--- src/rtl/mem_pkg.sv ---
// Shared decode for the MEM stage: load/store opcodes, FSM states, access-size decode.
package mem_pkg;

  localparam logic [5:0] OP_LB  = 6'h20;
  localparam logic [5:0] OP_LH  = 6'h21;
  localparam logic [5:0] OP_LW  = 6'h23;
  localparam logic [5:0] OP_LBU = 6'h24;
  localparam logic [5:0] OP_LHU = 6'h25;
  localparam logic [5:0] OP_SB  = 6'h28;
  localparam logic [5:0] OP_SH  = 6'h29;
  localparam logic [5:0] OP_SW  = 6'h2B;

  typedef enum logic [1:0] {IDLE = 2'd0, REQ = 2'd1, DONE = 2'd2} state_t;
  typedef enum logic [1:0] {SZ_B = 2'd0, SZ_H = 2'd1, SZ_W = 2'd2} size_t;

  typedef struct packed {
    logic  ld;
    logic  st;
    logic  sext;
    size_t size;
  } op_dec_t;

  function automatic op_dec_t decode(input logic [5:0] opc);
    op_dec_t d;
    d = '0;
    case (opc)
      OP_LB:  begin d.ld = 1'b1; d.sext = 1'b1; d.size = SZ_B; end
      OP_LH:  begin d.ld = 1'b1; d.sext = 1'b1; d.size = SZ_H; end
      OP_LW:  begin d.ld = 1'b1; d.size = SZ_W; end
      OP_LBU: begin d.ld = 1'b1; d.size = SZ_B; end
      OP_LHU: begin d.ld = 1'b1; d.size = SZ_H; end
      OP_SB:  begin d.st = 1'b1; d.size = SZ_B; end
      OP_SH:  begin d.st = 1'b1; d.size = SZ_H; end
      OP_SW:  begin d.st = 1'b1; d.size = SZ_W; end
      default: ;
    endcase
    return d;
  endfunction

  function automatic logic misaligned(input op_dec_t d, input logic [1:0] off);
    return (d.ld | d.st) &&
           ((d.size == SZ_W && off != 2'b00) || (d.size == SZ_H && off[0]));
  endfunction

  // True when this opcode/offset pair would launch a memory access.
  function automatic logic access_ok(input logic [5:0] opc, input logic [1:0] off);
    op_dec_t d;
    d = decode(opc);
    return (d.ld | d.st) && !misaligned(d, off);
  endfunction

endpackage

--- src/rtl/mem_align.sv ---
// Byte-lane steering: store enables/replication, little-endian load extract/extend, misalign flag.
module mem_align
  import mem_pkg::*;
(
  input  op_dec_t     dec,
  input  logic [1:0]  off,
  input  logic [31:0] st_data,
  input  logic [31:0] rdata,
  output logic [3:0]  be,
  output logic [31:0] wdata,
  output logic [31:0] ld_data,
  output logic        ade
);
  logic [7:0]  b;
  logic [15:0] h;

  always_comb begin
    b       = rdata[{off, 3'b000} +: 8];
    h       = rdata[{off[1], 4'b0000} +: 16];
    be      = 4'b0000;
    wdata   = '0;
    ld_data = rdata;
    if (dec.ld) be = 4'b1111;
    if (dec.st) begin
      case (dec.size)
        SZ_H:    begin be = off[1] ? 4'b1100 : 4'b0011; wdata = {2{st_data[15:0]}}; end
        SZ_B:    begin be = 4'b0001 << off;             wdata = {4{st_data[7:0]}};  end
        default: begin be = 4'b1111;                    wdata = st_data;            end
      endcase
    end
    case (dec.size)
      SZ_H:    ld_data = {{16{dec.sext & h[15]}}, h};
      SZ_B:    ld_data = {{24{dec.sext & b[7]}}, b};
      default: ld_data = rdata;
    endcase
    ade = misaligned(dec, off);
  end

endmodule

--- src/rtl/mem_stage.sv ---
// MEM pipeline stage: EX/MEM register plus a req/ack data-memory FSM with timeout abort.
module mem_stage
  import mem_pkg::*;
#(
  parameter int TIMEOUT = 255,
  parameter int CNT_W   = 8
) (
  input  logic        Clk,
  input  logic        Rst,
  input  logic [31:0] PC_in,
  input  logic [31:0] instr_in,
  input  logic [31:0] Res_in,
  input  logic [31:0] Data_in,
  input  logic        Bubble,
  output logic        MemBusy,
  output logic [31:0] PC,
  output logic [31:0] instr,
  output logic [31:0] Res,
  output logic [31:0] RdData,
  output logic        AdE,
  output logic        BusErr,
  output logic        mem_req,
  output logic        mem_we,
  output logic [31:0] mem_addr,
  output logic [3:0]  mem_be,
  output logic [31:0] mem_wdata,
  input  logic        mem_ack,
  input  logic [31:0] mem_rdata
);
  state_t           state, nstate;
  op_dec_t          dec_q;
  logic [31:0]      data_q, in_pc, in_instr, in_res, in_data, ld_data;
  logic [CNT_W-1:0] cnt;
  logic             start, abort;

  assign in_pc    = Bubble ? '0 : PC_in;
  assign in_instr = Bubble ? '0 : instr_in;
  assign in_res   = Bubble ? '0 : Res_in;
  assign in_data  = Bubble ? '0 : Data_in;
  assign start    = access_ok(in_instr[31:26], in_res[1:0]);
  assign dec_q    = decode(instr[31:26]);

  assign MemBusy  = (state == REQ);
  assign mem_addr = {Res[31:2], 2'b00};
  assign mem_we   = dec_q.st;

  // Steering works off the registered op so the bus stays stable through REQ.
  mem_align u_align (
    .dec     (dec_q),
    .off     (Res[1:0]),
    .st_data (data_q),
    .rdata   (mem_rdata),
    .be      (mem_be),
    .wdata   (mem_wdata),
    .ld_data (ld_data),
    .ade     (AdE)
  );

  always_comb begin
    nstate = state;
    abort  = 1'b0;
    case (state)
      REQ: begin
        if (mem_ack) nstate = DONE;
        else if (cnt == CNT_W'(TIMEOUT)) begin
          nstate = IDLE;
          abort  = 1'b1;
        end
      end
      default: nstate = start ? REQ : IDLE;
    endcase
  end

  always_ff @(posedge Clk) begin
    if (!Rst) begin
      state   <= IDLE;
      PC      <= '0;
      instr   <= '0;
      Res     <= '0;
      data_q  <= '0;
      RdData  <= '0;
      BusErr  <= 1'b0;
      mem_req <= 1'b0;
      cnt     <= '0;
    end else begin
      state   <= nstate;
      BusErr  <= abort;
      mem_req <= (nstate == REQ);
      if (!MemBusy) begin
        PC     <= in_pc;
        instr  <= in_instr;
        Res    <= in_res;
        data_q <= in_data;
      end
      // cnt holds the 1-based index of the current REQ cycle
      if (state != REQ) cnt <= (nstate == REQ) ? CNT_W'(1) : '0;
      else              cnt <= cnt + CNT_W'(1);
      if (state == REQ && mem_ack) RdData <= ld_data;
      else if (abort)              RdData <= '0;
    end
  end

endmodule

--- config.mk ---
export PLATFORM = sky130hd
export DESIGN_NAME = mem_stage
export DESIGN_NICKNAME = d
export VERILOG_FILES = /design/src/rtl/mem_pkg.sv /design/src/rtl/mem_align.sv /design/src/rtl/mem_stage.sv
export SDC_FILE = /design/constraint.sdc
export NUM_CORES = 1
export LEC_CHECK = 0
export ABC_AREA = 1
export CORE_AREA = 2 2 143 145
export DETAILED_ROUTE_END_ITERATION = 10
export DIE_AREA = 0 0 145 147
export PLACE_DENSITY_LB_ADDON = 0.12
export SYNTH_ARGS = -nofsm -noshare
export SYNTH_HDL_FRONTEND = slang
export SYNTH_HIERARCHICAL = 1
export SYNTH_SLANG_ARGS = --single-unit
--- constraint.sdc ---
create_clock -name Clk -period 2.3 [get_ports Clk]
set_input_delay 0.23 -clock Clk [delete_from_list [all_inputs] [get_ports Clk]]
set_output_delay 0.23 -clock Clk [all_outputs]
set_load 0.005 [all_outputs]
# ---- Yosys cells after proc, flatten, opt, wreduce, memory -nomap -nowiden
# Index checks and enable logic that the tools add are counted.
# W data, S select, Z words.
dict set report totals {
  output_inout_bits 201
  ramBits 0
  regBits 172
  mem_count 0
  mem_bits_ro 0
  word_cells 94
  latchBits 0
}
dict set report classes {
  n_shift 3
  mul 0
  div_mod_pow 0
  bitwise_logic 4
  eq_ne 24
  reduce_logical 24
  add_sub_neg 1
  order_cmp 0
  mux 29
}
# op count
set op_table {}
lappend op_table {{$mux W32} 7}
lappend op_table {{$pmux W32 S2} 2}
lappend op_table {{$eq A6 B6 Y1 const B} 16}
lappend op_table {{$shiftx A32 B6 Y16} 1}
lappend op_table {{$shiftx A32 B6 Y8} 1}
lappend op_table {{$mux W4} 3}
lappend op_table {{$reduce_or A3 Y1} 4}
lappend op_table {{$mux W1} 10}
lappend op_table {{$reduce_or A5 Y1} 2}
lappend op_table {{$add A8 B1 Y8 const B} 1}
lappend op_table {{$eq A2 B1 Y1 const B} 4}
lappend op_table {{$eq A8 B8 Y1 const B} 1}
lappend op_table {{$logic_and A1 B1 Y1} 8}
lappend op_table {{$mux W8} 1}
lappend op_table {{$pmux W2 S2} 2}
lappend op_table {{$pmux W4 S2} 1}
lappend op_table {{$mux W2} 3}
lappend op_table {{$reduce_bool A2 Y1} 3}
lappend op_table {{$reduce_or A2 Y1} 3}
lappend op_table {{$eq A2 B2 Y1 const B} 2}
lappend op_table {{$shl A1 B2 Y4 const A} 1}
lappend op_table {{$and A1 B1 Y1} 2}
lappend op_table {{$logic_not A2 Y1} 1}
lappend op_table {{$logic_or A1 B1 Y1} 2}
lappend op_table {{3 further kinds} 4}

# ---- Longest topological paths before layout
# Gate-level depths: netlist of run 1.
dict set report depth {
  depth_word 15
  mapped_depth 14
}

# ---- By module
# The synthesis of run 1 kept the hierarchy.
# module n_inst area_per_inst_um2 cells_each
set by_module_without_submodules {}
lappend by_module_without_submodules {mem_stage 1 6366.1 796}
lappend by_module_without_submodules {mem_align 1 1178.6 252}

# ---- Worst setup path after synthesis of run 1
# OpenSTA, ideal clock, no wires.
dict set report synth_path {
  path_type {register to register}
  startpoint {reg instr[30]}
  endpoint {reg RdData[3]}
  period_less_slack_ps 1865
  n_path_buf 0
  required_time_ps 2168
  stages_incl_launch_ff 13
  setup_time_ps 132
  arrival_ps 1733
  slack_ps 435
  cell_sequence {dfxtp_1 -> inv_1 -> nand2_1 -> nor3_1 -> nand2_4 -> nor2_8 -> inv_2 -> nand2_2 -> inv_2 -> nand2_1 -> nand3_1 -> nand2_1 -> a21oi_1}
}
# element line
set synth_lines {}
lappend synth_lines {{from (decl)} mem_stage.sv:17} ;# output logic [31:0] instr,
lappend synth_lines {{from (signal assigned)} mem_stage.sv:91} ;# instr <= in_instr;
lappend synth_lines {{to (signal assigned)} mem_stage.sv:98} ;# if (state == REQ && mem_ack) RdData <= ld_data;
lappend synth_lines {{to (decl)} mem_stage.sv:19} ;# output logic [31:0] RdData,

==> results of run 1 <==
[cells in the mapped netlist (4+ instances only)]
master,number,area (um2)
a21oi_1,18,90.09
buf_2,12,60.06
buf_4,49,367.9
buf_6,7,78.83
clkbuf_1,17,63.81
dfxtp_1,172,3443
inv_1,149,559.3
inv_2,8,30.03
nand2_1,293,1100
nand2_2,4,25.02
nand3_1,54,270.3
nor2_1,56,210.2
nor3_1,5,25.02
o21ai_0,131,655.6
o21ai_1,17,85.08
o21ai_2,19,166.4
o22ai_1,10,62.56
[sequential cells by signal, summed over array words and instances, names as in the netlist]
| name | flops |
|---|---|
| instr | 32 |
| data_q | 32 |
| state | 2 |
| cnt | 8 |
| PC | 32 |
| RdData | 32 |
| Res | 32 |
| mem_req | 1 |
| BusErr | 1 |
[power by group]
group          switching, mW  total [mW]  internal [mW]
clock                   1.25        2.77           1.52
sequential            0.0747        3.16           3.08
combinational          0.305       0.799          0.495
[layout by cell type, fill, tap and decap left out, types with 4 or more instances in the layout]
cell	netlist	layout
clkdlybuf4s50_1	0	324
nand2_1	293	291
dfxtp_1	172	167
inv_1	149	146
o21ai_0	131	129
nand3_1	54	53
nor2_1	56	50
buf_4	49	38
o21ai_2	19	25
a21oi_1	18	18
clkbuf_16	0	17
dlygate4sd2_1	0	13
o21ai_1	17	11
clkbuf_2	0	10
o22ai_1	10	9
clkdlybuf4s15_1	0	9
inv_2	8	8
buf_12	0	7
nor2_2	1	6
buf_6	7	6
inv_4	2	5
inv_6	0	5
buf_2	12	5
nand2_4	3	4
nand2_2	4	4
clkinv_2	1	4
clkinv_4	0	4
dfxtp_2	0	4
[critical path, delay by kind of cell (launching register included)]
| family | cells | cell delay [ns] |
|---|---|---|
| AND/OR/NAND/NOR | 3 | 0.26 |
| flip-flops | 1 | 0.35 |
| buffers and inverters | 5 | 0.65 |
| AO/OA/AOI/OAI | 2 | 0.36 |
[metrics by stage]
step | util (%) | power [mW] | cells | TNS, ns
finish | 60.84 | 6.726 | 1680 | 0
CTS | 60.56 | 6.799 | 1678 | -0.03950
detailed placement | 56.56 | 3.998 | 1624 | 0
global route | 60.84 | 6.995 | 1680 | -0.3552
global placement | 56.56 | 3.996 | 1624 | 0
floorplan | - | 3.455 | 1049 | 0
[repair_timing]
action                     4_1_cts  5_1_grt
setup buffers                   21        3
gates cloned                     1        0
gates resized for setup         81       51
setup endpoints to repair       36       27
pin swaps                       10       11
[layout make-up]
cell class              instances  share of cell area, %
well taps                     270                  2.798
repair buffers                413                  33.36
clock inverters                14                  1.119
flip-flops and latches        172                  28.59
inverters                     160                  5.088
clock buffers                  18                  3.554
multi-input cells             632                  25.43
repair inverters                1                0.06218
[how the worst max path moves through the flow]
stage / slack, ns / cells after the start / endpoint / start
detailed placement: 0.04 / 10 / mem_be[0] / instr[30]$_SDFFE_PN0N_
global placement: 0.08 / 11 / mem_be[2] / instr[30]$_SDFFE_PN0N_
finish: 0.03 / 10 / mem_be[1] / instr[29]$_SDFFE_PN0N_
floorplan: 0.43 / 12 / RdData[3]$_SDFFE_PN0P_ / instr[30]$_SDFFE_PN0N_
CTS: -0.04 / 12 / mem_be[3] / instr[28]$_SDFFE_PN0N_
global route: -0.08 / 11 / AdE / instr[30]$_SDFFE_PN0N_
[layer usage]
| layer | GRT usage, % | vias up | part of all wire (%) |
|---|---|---|---|
| li1 | - | 3922 | - |
| met1 | 27.20 | 3383 | 40 |
| met2 | 39.71 | 275 | 49 |
| met3 | 8.106 | 27 | 9.4 |
| met4 | 6.634 | 2 | 1.7 |
| met5 | 0 | - | 0.052 |
[cells by family after synthesis]
logic type | synth area share (%)
buffers and inverters | 15.61
DFF | 45.64
xor gates and xnor gates | 0.1161
and+or+nand+nor | 23.78
other | 0.04970
AOI/OAI and AO/OA | 14.64
adders and majority gates | 0.1658
==> results.py, run 1 <==
metrics = {
    "global_routing": {
        "antenna_found_initial": 1,
        "grt_first_pass_wirelength_um": 38850,
        "grt_pass1_vias": 7281,
        "grt_max_degree": 77,
        "gr-total-overflow": 0,
        "track_usage_pct": 23.05,
    },
    "logic_synthesis": {
        "ys.flop_type": "dfxtp_1",
        "syn_area_mm2": 0.007545,
        "async_reset_ff_share_pct": 0,
        "ys_types": 37,
        "netlist_instances": 1048,
        "synth_edf_count": 0,
        "yosysWarnings": 6,
        "yosysSeqAreaShare_pct": 45.64,
        "synth-seq-cells": 172,
        "synth.avg_cell_area_um2": 7.199,
    },
    "critical_path": {
        "rr_endpoint": "RdData[31]$_SDFFE_PN0P_",
        "slowest_delay_ns": 0.35,
        "critPathMaxFanout": 5,
        "slowest_stage": "dfxtp_2",
        "cpMostUsedCell": "inv_4",
        "r2r-start": "instr[29]$_SDFFE_PN0N_",
        "worstRegToRegCells": 12,
        "critPathCaptureType": "output pin",
        "worstPathRequired_ns": 2.07,
        "startpoint_type": "flop",
        "critPathKind": "flop to output pin",
        "r2r_slack_ns": 0.24,
        "arrival_ns": 2.04,
        "cp_cell_sequence": "inv_4 -> o21ai_4 -> nor3_4 -> buf_6 -> nor2_4 -> buf_12 -> inv_4 -> o211ai_1 -> nand2_1 -> dlygate4sd2_1",
    },
    "detailed_routing": {
        "num_vias": 7609,
        "drt_iter0_markers": 487,
        "ant_nets": 0,
        "drc": 0,
        "wl_per_cell_um": 14.89,
        "finalWirelength_um": 25020,
        "vias_per_cell": 4.529,
        "firstDrtPassIters": 5,
    },
    "clock_network": {
        "numCtsBuffers": 17,
        "hold_buffers": 0,
        "cts_tree": "yes",
        "insertion_delay_ns": 0.43,
        "clkTransAtPathRegs_ns": 0.07,
        "htree_levels": 4,
        "cts_buffer_depth": 2,
        "cts_sinks": 172,
        "clock-root-buffer": "clkbuf_16",
    },
    "timing": {
        "worst_slack_ns": 0.02990,
        "grt_setup_unrepaired": "true",
        "fmax_mhz": 440.5,
        "clock_skew_ns": 0.01733,
        "setup_viol": 0,
        "whs_ns": 0.3533,
        "period_needed_ns": 2.270,
        "final.period_utilization_pct": 98.70,
        "hold_viol": 0,
        "report.final.slew_viol_count": 0,
    },
    "floorplanning": {
        "io_pins": 365,
        "initial_core_util_pct": 38.02,
        "fp.dieW_um": 145,
        "row_count": 52,
        "die_h_um": 147,
        "coreArea_mm2": 0.01984,
        "die_area_mm2": 0.02132,
    },
    "hold_path": {
        "hold_path_depth": 3,
        "hold_path_end": "Res[20]$_SDFFE_PN0N_",
        "hold_path.class": "input port to flop",
        "hp-start": "Res_in[20]",
    },
    "finish": {
        "multi_input_area_mm2": 0.003070,
        "drive_above_1_share_pct": 12.27,
        "regArea_mm2": 0.003452,
        "num_antenna_cells": 0,
        "n_fill_cell": 1877,
        "final_cell_area_mm2": 0.01207,
        "syn2layout_area_growth_pct": 60.03,
        "final_nets": 1562,
    },
    "power_and_ir_drop": {
        "irDropWorstVdd_v": 0.0005375,
        "p_per_area_mw_per_mm2": 557.1,
        "p_leak_nw": 5.373,
    },
    "placed_design": {
        "port_buffers": 362,
        "post-place-ws_ns": 0.04256,
        "routabilityCongestion": 0.8312,
        "dpl.hpwl_um": 18270,
        "placedInstanceArea_mm2": 0.01122,
    },
    "job": {
        "maxCapViolCount": 0,
    },
    "run_status": {
        "status": "complete, no violations",
    },
}
Power figures use the tool's default switching activity.
==> run 2, diff against run 1 <==
Settings changed: CTS_CLUSTER_DIAMETER from default to 40.
==> results of run 2 <==
The final DEF is identical to that of run 1; final timing and power are the same.
